$ cat src/rtl/pipe_pkg.sv
// Shared pipeline definitions: opcodes, field positions, source-usage decode.
// Used by the OF->EX latch and by the src1/src2 forwarding units.
package pipe_pkg;

    localparam logic [4:0] OP_ADD  = 5'b00000;
    localparam logic [4:0] OP_SUB  = 5'b00001;
    localparam logic [4:0] OP_MUL  = 5'b00010;
    localparam logic [4:0] OP_DIV  = 5'b00011;
    localparam logic [4:0] OP_MOD  = 5'b00100;
    localparam logic [4:0] OP_CMP  = 5'b00101;
    localparam logic [4:0] OP_AND  = 5'b00110;
    localparam logic [4:0] OP_OR   = 5'b00111;
    localparam logic [4:0] OP_NOT  = 5'b01000;
    localparam logic [4:0] OP_MOV  = 5'b01001;
    localparam logic [4:0] OP_LSL  = 5'b01010;
    localparam logic [4:0] OP_LSR  = 5'b01011;
    localparam logic [4:0] OP_ASR  = 5'b01100;
    localparam logic [4:0] OP_NOP  = 5'b01101;
    localparam logic [4:0] OP_LD   = 5'b01110;
    localparam logic [4:0] OP_ST   = 5'b01111;
    localparam logic [4:0] OP_BEQ  = 5'b10000;
    localparam logic [4:0] OP_BGT  = 5'b10001;
    localparam logic [4:0] OP_B    = 5'b10010;
    localparam logic [4:0] OP_CALL = 5'b10011;
    localparam logic [4:0] OP_RET  = 5'b10100;

    localparam logic [31:0] NOP_IR = 32'h6800_0000;

    localparam int OPC_HI = 31;
    localparam int OPC_LO = 27;
    localparam int I_BIT  = 26;
    localparam int RD_HI  = 25;
    localparam int RD_LO  = 22;
    localparam int RS1_HI = 21;
    localparam int RS1_LO = 18;
    localparam int RS2_HI = 17;
    localparam int RS2_LO = 14;
    localparam int MOD_HI = 17;
    localparam int MOD_LO = 16;
    localparam int IMM_HI = 15;
    localparam int IMM_LO = 0;

    localparam logic [3:0] RA_REG = 4'd15;

    function automatic logic [4:0] opcode(input logic [31:0] ir);
        return ir[OPC_HI:OPC_LO];
    endfunction

    function automatic logic [3:0] rd_of(input logic [31:0] ir);
        return ir[RD_HI:RD_LO];
    endfunction

    function automatic logic uses_src1(input logic [31:0] ir);
        logic u;
        u = 1'b1;
        case (ir[OPC_HI:OPC_LO])
            OP_NOT, OP_MOV, OP_NOP,
            OP_BEQ, OP_BGT, OP_B, OP_CALL: u = 1'b0;
            default:                        u = 1'b1;
        endcase
        return u;
    endfunction

    // ret reads the return address register instead of rs1
    function automatic logic [3:0] src1_reg(input logic [31:0] ir);
        return (ir[OPC_HI:OPC_LO] == OP_RET) ? RA_REG : ir[RS1_HI:RS1_LO];
    endfunction

    // st always reads rd as store data; others read rs2 only in reg form
    function automatic logic uses_src2(input logic [31:0] ir);
        logic u;
        u = 1'b0;
        case (ir[OPC_HI:OPC_LO])
            OP_ST:                 u = 1'b1;
            OP_NOP, OP_B, OP_BEQ,
            OP_BGT, OP_CALL, OP_RET: u = 1'b0;
            default:               u = ~ir[I_BIT];
        endcase
        return u;
    endfunction

    function automatic logic [3:0] src2_reg(input logic [31:0] ir);
        return (ir[OPC_HI:OPC_LO] == OP_ST) ? ir[RD_HI:RD_LO] : ir[RS2_HI:RS2_LO];
    endfunction

endpackage

$ cat src/rtl/of_imm_ext.sv
// Immediate extender: imm[17:0] = {mod, imm16} -> DATA_W operand.
// mod 00/11 sign-extend, 01 zero-extend, 10 shift into the upper half.
module of_imm_ext #(
    parameter int DATA_W = 32
) (
    input  logic [17:0]       imm,
    output logic [DATA_W-1:0] imm_ext
);
    logic [15:0] v;
    logic [31:0] hi;

    assign v  = imm[15:0];
    assign hi = {v, 16'h0000};

    // Select the extension mode from the modifier bits
    always_comb begin
        imm_ext = DATA_W'($signed(v));
        case (imm[17:16])
            2'b01:   imm_ext = DATA_W'(v);
            2'b10:   imm_ext = DATA_W'(hi);
            default: imm_ext = DATA_W'($signed(v));
        endcase
    end

endmodule

$ cat src/rtl/of_ex_operand_latch.sv
// OF->EX pipeline register with RW forwarding, load-use bubbles, hold, flush.
// Optional perf counters are built when OF_EX_PERF_EN is defined.
module of_ex_operand_latch
    import pipe_pkg::*;
#(
    parameter int          DATA_W = 32,
    parameter logic [31:0] NOP_IR = pipe_pkg::NOP_IR
`ifdef OF_EX_PERF_EN
    ,
    parameter int          CNT_W  = 32
`endif
) (
    input  logic              clk,
    input  logic              reset,
    input  logic              of_valid,
    input  logic [31:0]       of_pc,
    input  logic [31:0]       of_ir,
    input  logic [DATA_W-1:0] of_rf_a,
    input  logic [DATA_W-1:0] of_rf_b,
    input  logic [DATA_W-1:0] rw_result,
    input  logic              is_RW_OF_conflict_src1,
    input  logic              is_RW_OF_conflict_src2,
    input  logic              branch_taken,
    input  logic              ex_hold,
    output logic              of_stall,
    output logic              ex_valid,
    output logic [31:0]       ex_pc,
    output logic [31:0]       ex_ir,
    output logic [DATA_W-1:0] ex_a,
    output logic [DATA_W-1:0] ex_b,
    output logic [DATA_W-1:0] ex_op2
`ifdef OF_EX_PERF_EN
    ,
    output logic [CNT_W-1:0]  perf_bubbles,
    output logic [CNT_W-1:0]  perf_fwd_src1,
    output logic [CNT_W-1:0]  perf_fwd_src2
`endif
);

    logic [DATA_W-1:0] op_a;
    logic [DATA_W-1:0] op_b;
    logic [DATA_W-1:0] imm_ext;
    logic [DATA_W-1:0] op2;
    logic              ex_is_ld;
    logic              hit1;
    logic              hit2;
    logic              lu;

    of_imm_ext #(
        .DATA_W (DATA_W)
    ) u_imm (
        .imm     (of_ir[17:0]),
        .imm_ext (imm_ext)
    );

    assign op_a = is_RW_OF_conflict_src1 ? rw_result : of_rf_a;
    assign op_b = is_RW_OF_conflict_src2 ? rw_result : of_rf_b;
    assign op2  = of_ir[I_BIT] ? imm_ext : op_b;

    assign ex_is_ld = ex_valid && (opcode(ex_ir) == OP_LD);
    assign hit1     = uses_src1(of_ir) && (src1_reg(of_ir) == rd_of(ex_ir));
    assign hit2     = uses_src2(of_ir) && (src2_reg(of_ir) == rd_of(ex_ir));
    assign lu       = ex_is_ld && of_valid && (hit1 || hit2);

    // A flush kills the stall: the OF instruction is discarded anyway
    assign of_stall = ~branch_taken & (ex_hold | lu);

    // EX register: reset > flush > hold > load-use bubble > normal load
    always_ff @(posedge clk) begin
        if (reset || branch_taken || (!ex_hold && lu)) begin
            ex_valid <= 1'b0;
            ex_pc    <= '0;
            ex_ir    <= NOP_IR;
            ex_a     <= '0;
            ex_b     <= '0;
            ex_op2   <= '0;
        end else if (!ex_hold) begin
            ex_valid <= of_valid;
            ex_pc    <= of_pc;
            ex_ir    <= of_ir;
            ex_a     <= op_a;
            ex_b     <= op_b;
            ex_op2   <= op2;
        end
    end

`ifdef OF_EX_PERF_EN
    logic bubble_ld;
    logic normal_ld;

    assign bubble_ld = branch_taken || (!ex_hold && lu);
    assign normal_ld = !branch_taken && !ex_hold && !lu;

    // Saturating event counters, cleared by reset
    always_ff @(posedge clk) begin
        if (reset) begin
            perf_bubbles  <= '0;
            perf_fwd_src1 <= '0;
            perf_fwd_src2 <= '0;
        end else begin
            if (bubble_ld && (perf_bubbles != '1))
                perf_bubbles <= perf_bubbles + 1'b1;
            if (normal_ld && is_RW_OF_conflict_src1 && (perf_fwd_src1 != '1))
                perf_fwd_src1 <= perf_fwd_src1 + 1'b1;
            if (normal_ld && is_RW_OF_conflict_src2 && (perf_fwd_src2 != '1))
                perf_fwd_src2 <= perf_fwd_src2 + 1'b1;
        end
    end
`endif

endmodule

$ cat config.mk
export PLATFORM = sky130hd
export DESIGN_NAME = of_ex_operand_latch
export DESIGN_NICKNAME = d
export VERILOG_FILES = /design/src/rtl/pipe_pkg.sv /design/src/rtl/of_imm_ext.sv /design/src/rtl/of_ex_operand_latch.sv
export SDC_FILE = /design/constraint.sdc
export NUM_CORES = 1
export LEC_CHECK = 0
export CORE_MARGIN = 3
export CORE_UTILIZATION = 43
export CTS_BUF_LIST = sky130_fd_sc_hd__clkbuf_16
export CTS_CLUSTER_DIAMETER = 100
export DETAILED_ROUTE_END_ITERATION = 12
export MAX_ROUTING_LAYER = met4
export PLACE_DENSITY = 0.95
export SETUP_SLACK_MARGIN = 0.2
export SYNTH_ARGS = -nofsm -noshare
export SYNTH_HDL_FRONTEND = slang
export SYNTH_SLANG_ARGS = --single-unit
$ cat constraint.sdc
create_clock -name clk -period 6.8 [get_ports clk]
set_input_delay 1.7 -clock clk [delete_from_list [all_inputs] [get_ports clk]]
set_output_delay 1.7 -clock clk [all_outputs]
set_load 0.02 [all_outputs]
==> results of run 1 <==
-- through the flow --
stage / utilization / hold WS (ns)
6_report: 0.721 / 0.451
5_1_grt: 0.721 / 0.475
4_1_cts: 0.721 / 0.456
3_5_place_dp: 0.681 / 0.441
3_3_place_gp: 0.681 / 0.432
2_1_floorplan: - / 0.536
-- how the worst max path moves through the flow --
stage                     endpoint  slack [ns]
after floorplan           of_stall        1.92
after global placement    of_stall        0.66
after detailed placement  of_stall        0.63
after CTS                 of_stall        0.61
after global routing      of_stall        0.49
final                     of_stall        0.60
-- synthesized netlist by cell type (2+ instances only) --
| cell | n | area share |
|---|---|---|
| sky130_fd_sc_hd__dfxtp_1 | 161 | 0.51 |
| sky130_fd_sc_hd__o21ai_0 | 102 | 0.081 |
| sky130_fd_sc_hd__nand2_1 | 90 | 0.053 |
| sky130_fd_sc_hd__a22o_1 | 77 | 0.11 |
| sky130_fd_sc_hd__mux2i_1 | 50 | 0.079 |
| sky130_fd_sc_hd__clkbuf_1 | 37 | 0.022 |
| sky130_fd_sc_hd__nor2_1 | 21 | 0.012 |
| sky130_fd_sc_hd__a21oi_1 | 20 | 0.016 |
| sky130_fd_sc_hd__a21o_1 | 15 | 0.018 |
| sky130_fd_sc_hd__mux2_2 | 15 | 0.027 |
| sky130_fd_sc_hd__clkbuf_2 | 5 | 0.0039 |
| sky130_fd_sc_hd__buf_1 | 4 | 0.0024 |
| sky130_fd_sc_hd__buf_6 | 4 | 0.0071 |
| sky130_fd_sc_hd__inv_1 | 4 | 0.0024 |
| sky130_fd_sc_hd__nor2b_1 | 4 | 0.0039 |
| sky130_fd_sc_hd__nor3_1 | 4 | 0.0032 |
| sky130_fd_sc_hd__nand2b_1 | 3 | 0.0030 |
| sky130_fd_sc_hd__a22oi_1 | 2 | 0.0024 |
| sky130_fd_sc_hd__and2_1 | 2 | 0.0020 |
| sky130_fd_sc_hd__buf_2 | 2 | 0.0016 |
| sky130_fd_sc_hd__ha_1 | 2 | 0.0039 |
| sky130_fd_sc_hd__nand3_1 | 2 | 0.0016 |
| sky130_fd_sc_hd__nand3b_1 | 2 | 0.0024 |
| sky130_fd_sc_hd__nor4bb_1 | 2 | 0.0032 |
| sky130_fd_sc_hd__o22a_1 | 2 | 0.0028 |
| sky130_fd_sc_hd__or3_1 | 2 | 0.0020 |
| sky130_fd_sc_hd__xor2_1 | 2 | 0.0028 |
-- worst max-delay path: stages --
cell,delay (ns)
sky130_fd_sc_hd__clkdlybuf4s50_1,0.55
sky130_fd_sc_hd__and4b_1,0.31
sky130_fd_sc_hd__and3_1,0.23
sky130_fd_sc_hd__or3_1,0.34
sky130_fd_sc_hd__a32o_1,0.29
sky130_fd_sc_hd__o31ai_1,0.28
sky130_fd_sc_hd__o21ba_2,0.19
sky130_fd_sc_hd__clkdlybuf4s50_1,0.61
-- kinds of logic (layout without fill, tap and decap cells) --
group,after synthesis,after routing,share of synthesized area
AND/OR/NAND/NOR,136,136,0.0920
XOR/XNOR,3,3,0.00415
flip-flops,161,161,0.509
multiplexers,65,65,0.106
AO/OA/AOI/OAI,230,230,0.245
adder cells (fa/ha/maj),2,2,0.00395
buffers and inverters,57,368,0.0405
-- per-layer routing --
metal  vias to the layer above  GRT usage  part of all wire
li1                       2948          -                 -
met1                      3043      0.324              0.38
met2                       353      0.498              0.50
met3                        56     0.0803             0.087
met4                         0      0.105             0.030
met5                         -          -                 0
-- registers in the layout, indices dropped and copies added, names as in the netlist --
signal and cells:
ex_pc 32, ex_ir 32, ex_a 32, ex_b 32, ex_op2 32, ex_valid 1
-- power breakdown --
group	total (mW)	switching (mW)	leakage [nW]	internal, mW
Combinational	0.365	0.172	2.34	0.193
Sequential	0.997	0.0200	1.31	0.977
Clock	0.924	0.387	0.281	0.537
Total	2.29	0.579	3.94	1.71
-- final cells by class --
cell class,instances,area share
well taps,180,0.0221
multi-input cells,436,0.281
clock inverters,15,0.0141
flip-flops and latches,161,0.316
repair buffers,332,0.323
inverters,4,0.00147
clock buffers,17,0.0417
==> flow_results.org, run 1 <==
** GRT
- Vias in the first global route :: 6448
- Pin count of the biggest net entering global routing :: 77
- For this run the aggregate overflow at the end of global routing stands at 0.
- Aggregate global-route resource usage :: 0.291
- The first global-routing pass estimated 35600 um of wire.
- Antenna violations before repair :: 0

** Worst setup path
- The worst setup path is launched from a primary input.
- Element type at the critical path end :: primary output
- Worst-path maximum fanout :: 7
- WP data required :: 5.10 ns
- The startpoint identified for the worst register-to-register timing path is ex_ir[31].
- The most critical setup path has its startpoint at of_ir[31].
- Data arrives at the worst endpoint at 4.50 ns.
- Worst setup path category :: primary input to primary output
- Length in cells of the worst reg-to-reg path :: 6
- The endpoint identified for the worst register-to-register timing path is ex_ir[13].
- Slack of the worst reg-to-reg path :: 4.39 ns

** Cells and area
- The multi-input combinational cells in the finished layout cover a total of 2870 um^2.
- Top library cells by usage in the layout, fill and taps aside :: 325 x sky130_fd_sc_hd__clkdlybuf4s50_1, 161 x sky130_fd_sc_hd__dfxtp_1, 102 x sky130_fd_sc_hd__o21ai_0
- Fin nets :: 1121
- Fill cells in the final layout number 993.
- Post-route non-filler standard cell count :: 1145
- After routing the design area is 10200 um^2.
- Leaving out fill and tap cells, the most frequent cell in the layout is sky130_fd_sc_hd__clkdlybuf4s50_1.
- Number of diodes :: 0
- Sequential cell area :: 3220 um^2
- Area delta synth->final :: 61.0%
- Fraction of layout cells with a size suffix above 1 :: 0.0560

** Power and ir drop
- The completed layout was analyzed and its total power is 2.29 mW.
- Power spread over the standard cell area amounts to 224 nW/um^2.
- Summed over all cells, the static leakage comes to 3.94 nW.
- Maximum vdd drop :: 0.181 mV

** Clock network
- CTS placed an instance of sky130_fd_sc_hd__clkbuf_16 at the clock tree root.
- The number of clock buffers added by TritonCTS is 17.
- Clock-pin slew on the worst setup and hold paths :: 0.06 ns
- Post-cts sizing count :: 0
- Buffer depth of the longest clock path :: 2
- The clock drives 161 sinks.
- H-tree level count :: 4
- CTS hold repair buffers :: 0
- TritonCTS clock tree :: done
- Post-CTS setup buffers :: 0
- Clock latency on the worst-skew pair :: 0.42 ns

** Timing
- Setup repair after global routing left no endpoint under its margin.
- Maximum clock rate :: 0.161 GHz
- The number of pins exceeding their max-slew limit in the final report was 0.
- Slew of the pin with the lowest slew margin :: 1.06 ns
- Counting I/O delays and the setup requirement, the final critical path takes 6.20 ns.
- Measured against its own limit, the worst slew margin works out to 0.293.
- Number of hold violations in the final report :: 0
- Final worst setup slack :: 0.601 ns
- Setup-failing EPs final :: 0
- The clock arrives with 0.00737 ns of skew.
- Crit share post-route :: 0.912
- For the final routed database, the setup TNS stands at 0 ns.

** Synth
- Counting flops and latches in the post-synthesis netlist gives 161.
- Combined area of all synthesized cells :: 6340 um^2
- Most used flip-flop cell after synthesis :: sky130_fd_sc_hd__dfxtp_1
- Syn avg cell area :: 9.69 um^2
- Counting flops with an async set or reset pin after synthesis yields a share of 0.
- After synthesis, the netlist uses 45 different library cells.
- Syn_nets :: 823
- Synthesis handed over a netlist of 654 instances.
- Number of enable-type register cells in the synthesized netlist :: 0
- For this run, the register share of the synthesized area comes to 0.509.
- Synth warnings :: 0

** Detailed routing
- Final antenna-violating net count :: 0
- DRC violation total after the first TritonRoute iteration :: 378
- The first detailed-routing pass took 5 iterations.
- Detailed-route wire length :: 23700 um
- In the routed design, unresolved DRC markers number 0.
- Number of vias per cell :: 5.59
- Across all layers, the routed design uses 6400 vias.
- Detailed-route wire length per cell :: 20.7 um

** Die
- Measured along the y axis, the die boundary spans 127 um.
- The die covers 16200 um^2.
- The die is 127 um wide.
- Number of rows created at floorplan :: 43
- The initial utilization of the core area, before any placement, comes to 0.448.
- Pin placement for this block handled 329 I/O pins.
- After floorplanning, the core was sized to cover 14100 um^2.

** Placed design
- The number of placed instances, taps included, is 1113.
- During placement, the flow inserted port buffers numbering 328.
- After legalization and detailed placement, the total HPWL measured 17400 um.
- Setup WS pre-CTS :: 0.627 ns
- Placed standard-cell area :: 9630 um^2
- Global placer's final weighted congestion :: 0.879

** Worst hold path
- Kind of path behind the tightest hold check :: flip-flop to flip-flop
- In this run the most critical hold path is launched from ex_op2[22].
- Cell depth of the worst min-delay path :: 2
- The path with the worst hold slack has its endpoint at ex_op2[22].

** Status
- The run finished with clean final reports.

** Run
- Across the run, the number of max-cap violations was 0.
Note: power is estimated with default switching activity, not from simulation.
==> run 2, diff against run 1 <==
- TNS_END_PERCENT: default -> 50
==> results of run 2 <==
Final layout, timing and power as in run 1 (identical DEF).
==> run 3, diff against run 2 <==
- CORE_UTILIZATION: 43 -> 45
- CTS_CLUSTER_SIZE: default -> 10
- PLACE_DENSITY: 0.95 -> 0.93
- SYNTH_HIERARCHICAL: default -> 1
==> run 3 against run 2 <==
Combinational power up 50%; sequential cell count unchanged; largest power group unchanged; register-to-register slack lost 0.19 ns; final cell count is 27% higher.
==> flow_results.org, run 3 <==
** Clock network
- TritonCTS buffer count :: 17
- Cell at the root of the clock tree :: sky130_fd_sc_hd__clkbuf_16
- Post-cts sizing count :: 0
- Number of sinks handled by clock tree synthesis :: 161
- The clock tree synthesis step divided the H-tree into 4 levels.
- TritonCTS built the clock tree.
- Clock latency on the worst-skew pair :: 0.42 ns
- The number of setup buffers added after CTS is 0.
- After clock tree synthesis, the flow added hold-fix buffers numbering 0.
- Buffer depth of the longest clock path :: 2
- After clock tree synthesis, the clock-pin slew on the worst setup and hold paths is 0.07 ns.

** Worst setup path
- Arrival time at the worst endpoint :: 4.76 ns
- Along the worst path, the maximum fanout reaches 8.
- Worst path buffer plus inverter count :: 2
- Element type at the critical path end :: primary output
- The number of cells on the worst reg-to-reg path is 5.
- Startpoint Class :: primary input
- On the critical path the largest part of the delay comes from buffers and inverters.
- Reg-to-Reg Start :: ex_ir[25]
- On the worst path, the slowest cell contributes a delay of 0.67 ns.
- Data on the critical path is required at its endpoint by 5.10 ns.
- The critical path goes through clkdlybuf4s50_1 -> nor2b_1 -> nor2_1 -> or4_1 -> o32a_1 -> o31ai_1 -> clkdlybuf4s50_1.
- In this run the critical register-to-register path is captured at ex_b[3].
- Cell type of the slowest stage on the worst timing path :: sky130_fd_sc_hd__clkdlybuf4s50_1
- In this run the register-to-register setup slack is 4.20 ns.
- The critical path is of the primary input to primary output type.
- Among the stages of the critical path, the cell type that occurs most often is sky130_fd_sc_hd__clkdlybuf4s50_1.

** Synth
- Most used flip-flop cell after synthesis :: sky130_fd_sc_hd__dfxtp_1
- Register bit count reported by yosys :: 161
- Simple-gate share of the synthesized area :: 0.116
- Synth unique cells :: 49
- Share of synthesized cell area in full adder, half adder and majority cells :: 0.00306
- After synthesis, the mean cell area works out to 8.53 um^2.
- Syn_nets :: 1126
- FFs w/ async S/R, synth :: 0
- Multiplexer share of the synthesized area :: 0.0833
- Post-Synth XOR/XNOR Area :: 0.00751
- Sorting the synthesized cells by how often they occur yields 161 x sky130_fd_sc_hd__dfxtp_1, 132 x sky130_fd_sc_hd__o21ai_0, 126 x sky130_fd_sc_hd__nand2_1, 91 x sky130_fd_sc_hd__a2bb2oi_1, 74 x sky130_fd_sc_hd__clkbuf_1.
- The cell area that synthesis handed to floorplanning was 8170 um^2.
- Yosys printed 6 warnings.
- Number of enable-type register cells in the synthesized netlist :: 0
- The largest total area in the synthesized netlist belongs to sky130_fd_sc_hd__dfxtp_1.
- Area share of the largest cell type after synthesis :: 0.395
- The cell count after synthesis came out at 957.
- Yosys instantiated no cell more often than sky130_fd_sc_hd__dfxtp_1.
- Sequential cell area fraction in the yosys report :: 0.395
- Fraction of the mapped netlist area in compound gates :: 0.340
- Yosys attributes the largest share of cell area to sky130_fd_sc_hd__dfxtp_1 39%, sky130_fd_sc_hd__a2bb2oi_1 9.8%, sky130_fd_sc_hd__o21ai_0 8.1%.
- Combinational family with the most area after synthesis :: compound AO/OA/AOI/OAI gates

** Detailed routing
- Overall via count from detail_route :: 8658
- After detailed routing, the number of remaining DRC violations is 0.
- DRC violation total after the first TritonRoute iteration :: 754
- First-pass iteration count of the detailed router :: 6
- Final antenna-violating net count :: 0
- Detailed-route wire length :: 29800 um
- After detailed routing, the average wire length per cell comes to 20.5 um.
- After detailed routing, the number of vias per cell comes to 5.95.

** Cells and area
- Measured on the finished design, the core utilization comes to 0.684.
- Fin nets :: 1385
- Leaving out fill and tap cells, the most frequent cell in the layout is sky130_fd_sc_hd__clkdlybuf4s50_1.
- The area growth from synthesis to layout is 46.9%.
- In the final layout, the share of cells above drive strength 1 is 0.0789.
- Leaving out fill and tap cells, the most frequent cells in the layout are 325 x sky130_fd_sc_hd__clkdlybuf4s50_1, 161 x sky130_fd_sc_hd__dfxtp_1, 132 x sky130_fd_sc_hd__o21ai_0.
- After routing the design area is 12000 um^2.
- Post-route non-filler standard cell count :: 1454
- Number of diodes :: 0

** Timing
- Clock skew on the completed layout was measured at 0.0140 ns.
- In this run the tightest slew margin relative to its limit is 0.279.
- Setup-failing EPs final :: 0
- The final hold violation count came to 0.
- Final number of max-transition violations :: 0
- Total Negative Setup Slacks :: 0 ns
- The worst path meets setup with 0.336 ns of slack.
- At the pin with the least slew margin, the transition time is 1.08 ns.
- Timing would allow up to 0.155 GHz.
- Hold timing on the final database bottoms out at a slack of 0.465 ns.
- The clock period could shrink to 6.46 ns.
- Setup repair after global routing left no endpoint under its margin.
- Crit share post-route :: 0.951

** Die
- The die is 141 um wide.
- Number of rows created at floorplan :: 48
- Starting density of the core :: 0.466
- Die area :: 19800 um^2
- For this design the top-level I/O count stands at 329.
- The core region is 17500 um^2.
- The floorplan step set the die height to 141 um.

** Power and ir drop
- The share of total power dissipated in the clock network is 0.383.
- Of the total power, the share spent switching nets is 0.291.
- Leakage component of the power :: 4.66 nW
- Cell area power density :: 214 nW/um^2
- The analysis attributes to net switching a power of 746 uW.
- VDD sags by at most 0.161 mV.
- Internal power :: 1.82 mW
- The share of total power dissipated in combinational logic is 0.213.
- Sequential power share :: 0.404
- Total power for the finished layout comes to 2.57 mW.

** Placed design
- OpenSTA, run right after detailed placement, puts the worst setup slack at 0.417 ns.
- After detailed placement, the design holds a cell count of 1422.
- Summed over all nets, the half-perimeter wirelength after detailed placement is 20900 um.
- The placed instances occupy a cell area of 11400 um^2.
- The count of buffers added on input and output ports is 328.
- Global placer's final weighted congestion :: 0.879

** GRT
- Antenna violations before repair :: 0
- First-pass GRT wire length :: 45600 um
- Entering global routing, the biggest net connects 159 pins.
- Aggregate global-route resource usage :: 0.293
- After global routing the overflow that remains totals 0.
- The via count of the first global-routing pass is 8544.

** Worst hold path
- Cell depth of the worst min-delay path :: 2
- Worst Hold Path EP :: ex_ir[8]
- The path class of the tightest hold or removal check is flip-flop to flip-flop.
- Startpoint of the worst hold path :: ex_ir[8]

** Run
- Max-cap violations in this run came to 0.

** Status
- The flow ran to the end, and the final reports show no timing, DRC or antenna violations.
-- run 3: cell types whose count changed after synthesis, sizes merged, moves of 32 or more --
cell	previous run	this run
a21oi	20	68
a22o	77	0
a22oi	2	65
a2bb2oi	0	91
clkbuf	42	74
nand2	90	126
nand2b	3	35
o21ai	102	156
-- run 3: worst min-delay path: stages (launching register included) --
cell and delay, ns:
sky130_fd_sc_hd__dfxtp_1 0.33, sky130_fd_sc_hd__a2bb2oi_1 0.05, sky130_fd_sc_hd__o21ai_0 0.06
-- run 3: power groups by stage --
stage	Clock (mW)	Combinational (mW)	Sequential [mW]
after floorplan	0	0.197	1.12
after global placement	0	0.533	1.05
after detailed placement	0	0.542	1.06
after CTS	0.990	0.546	1.04
after global routing	1.04	0.580	1.04
final	0.982	0.546	1.04
-- run 3: worst max path at each step --
stage	slack, ns	end	cells after the start	start
6_report	0.34	of_stall	7	of_ir[31]
5_1_grt	0.24	of_stall	7	of_ir[31]
4_1_cts	0.40	of_stall	7	of_ir[31]
3_5_place_dp	0.42	of_stall	7	of_ir[31]
3_3_place_gp	0.50	of_stall	7	of_ir[31]
2_1_floorplan	1.60	of_stall	6	of_ir[31]
-- run 3: routing by layer --
| metal | wire [um] | track usage | vias to the layer above |
|---|---|---|---|
| met1 | 11300 | 0.337 | 4113 |
| met2 | 14700 | 0.494 | 462 |
| met5 | 0 | - | - |
| met3 | 2770 | 0.0814 | 71 |
| li1 | - | - | 4012 |
| met4 | 958 | 0.101 | 0 |
-- run 3: cell families after synthesis --
family | count (synthesis)
compound gates | 419
simple gates | 201
flops | 161
buf+inv | 103
mux | 64
xor+xnor | 7
fa+ha+maj | 2
-- run 3: layout make-up --
cell class	instances	area, um^2
Clock inverter	15	170
Sequential cell	161	3220
Clock buffer	17	425
Fill cell	1341	5540
Tap cell	225	282
Timing Repair Buffer	335	3360
Multi-Input combinational cell	693	4510
Inverter	8	30.0
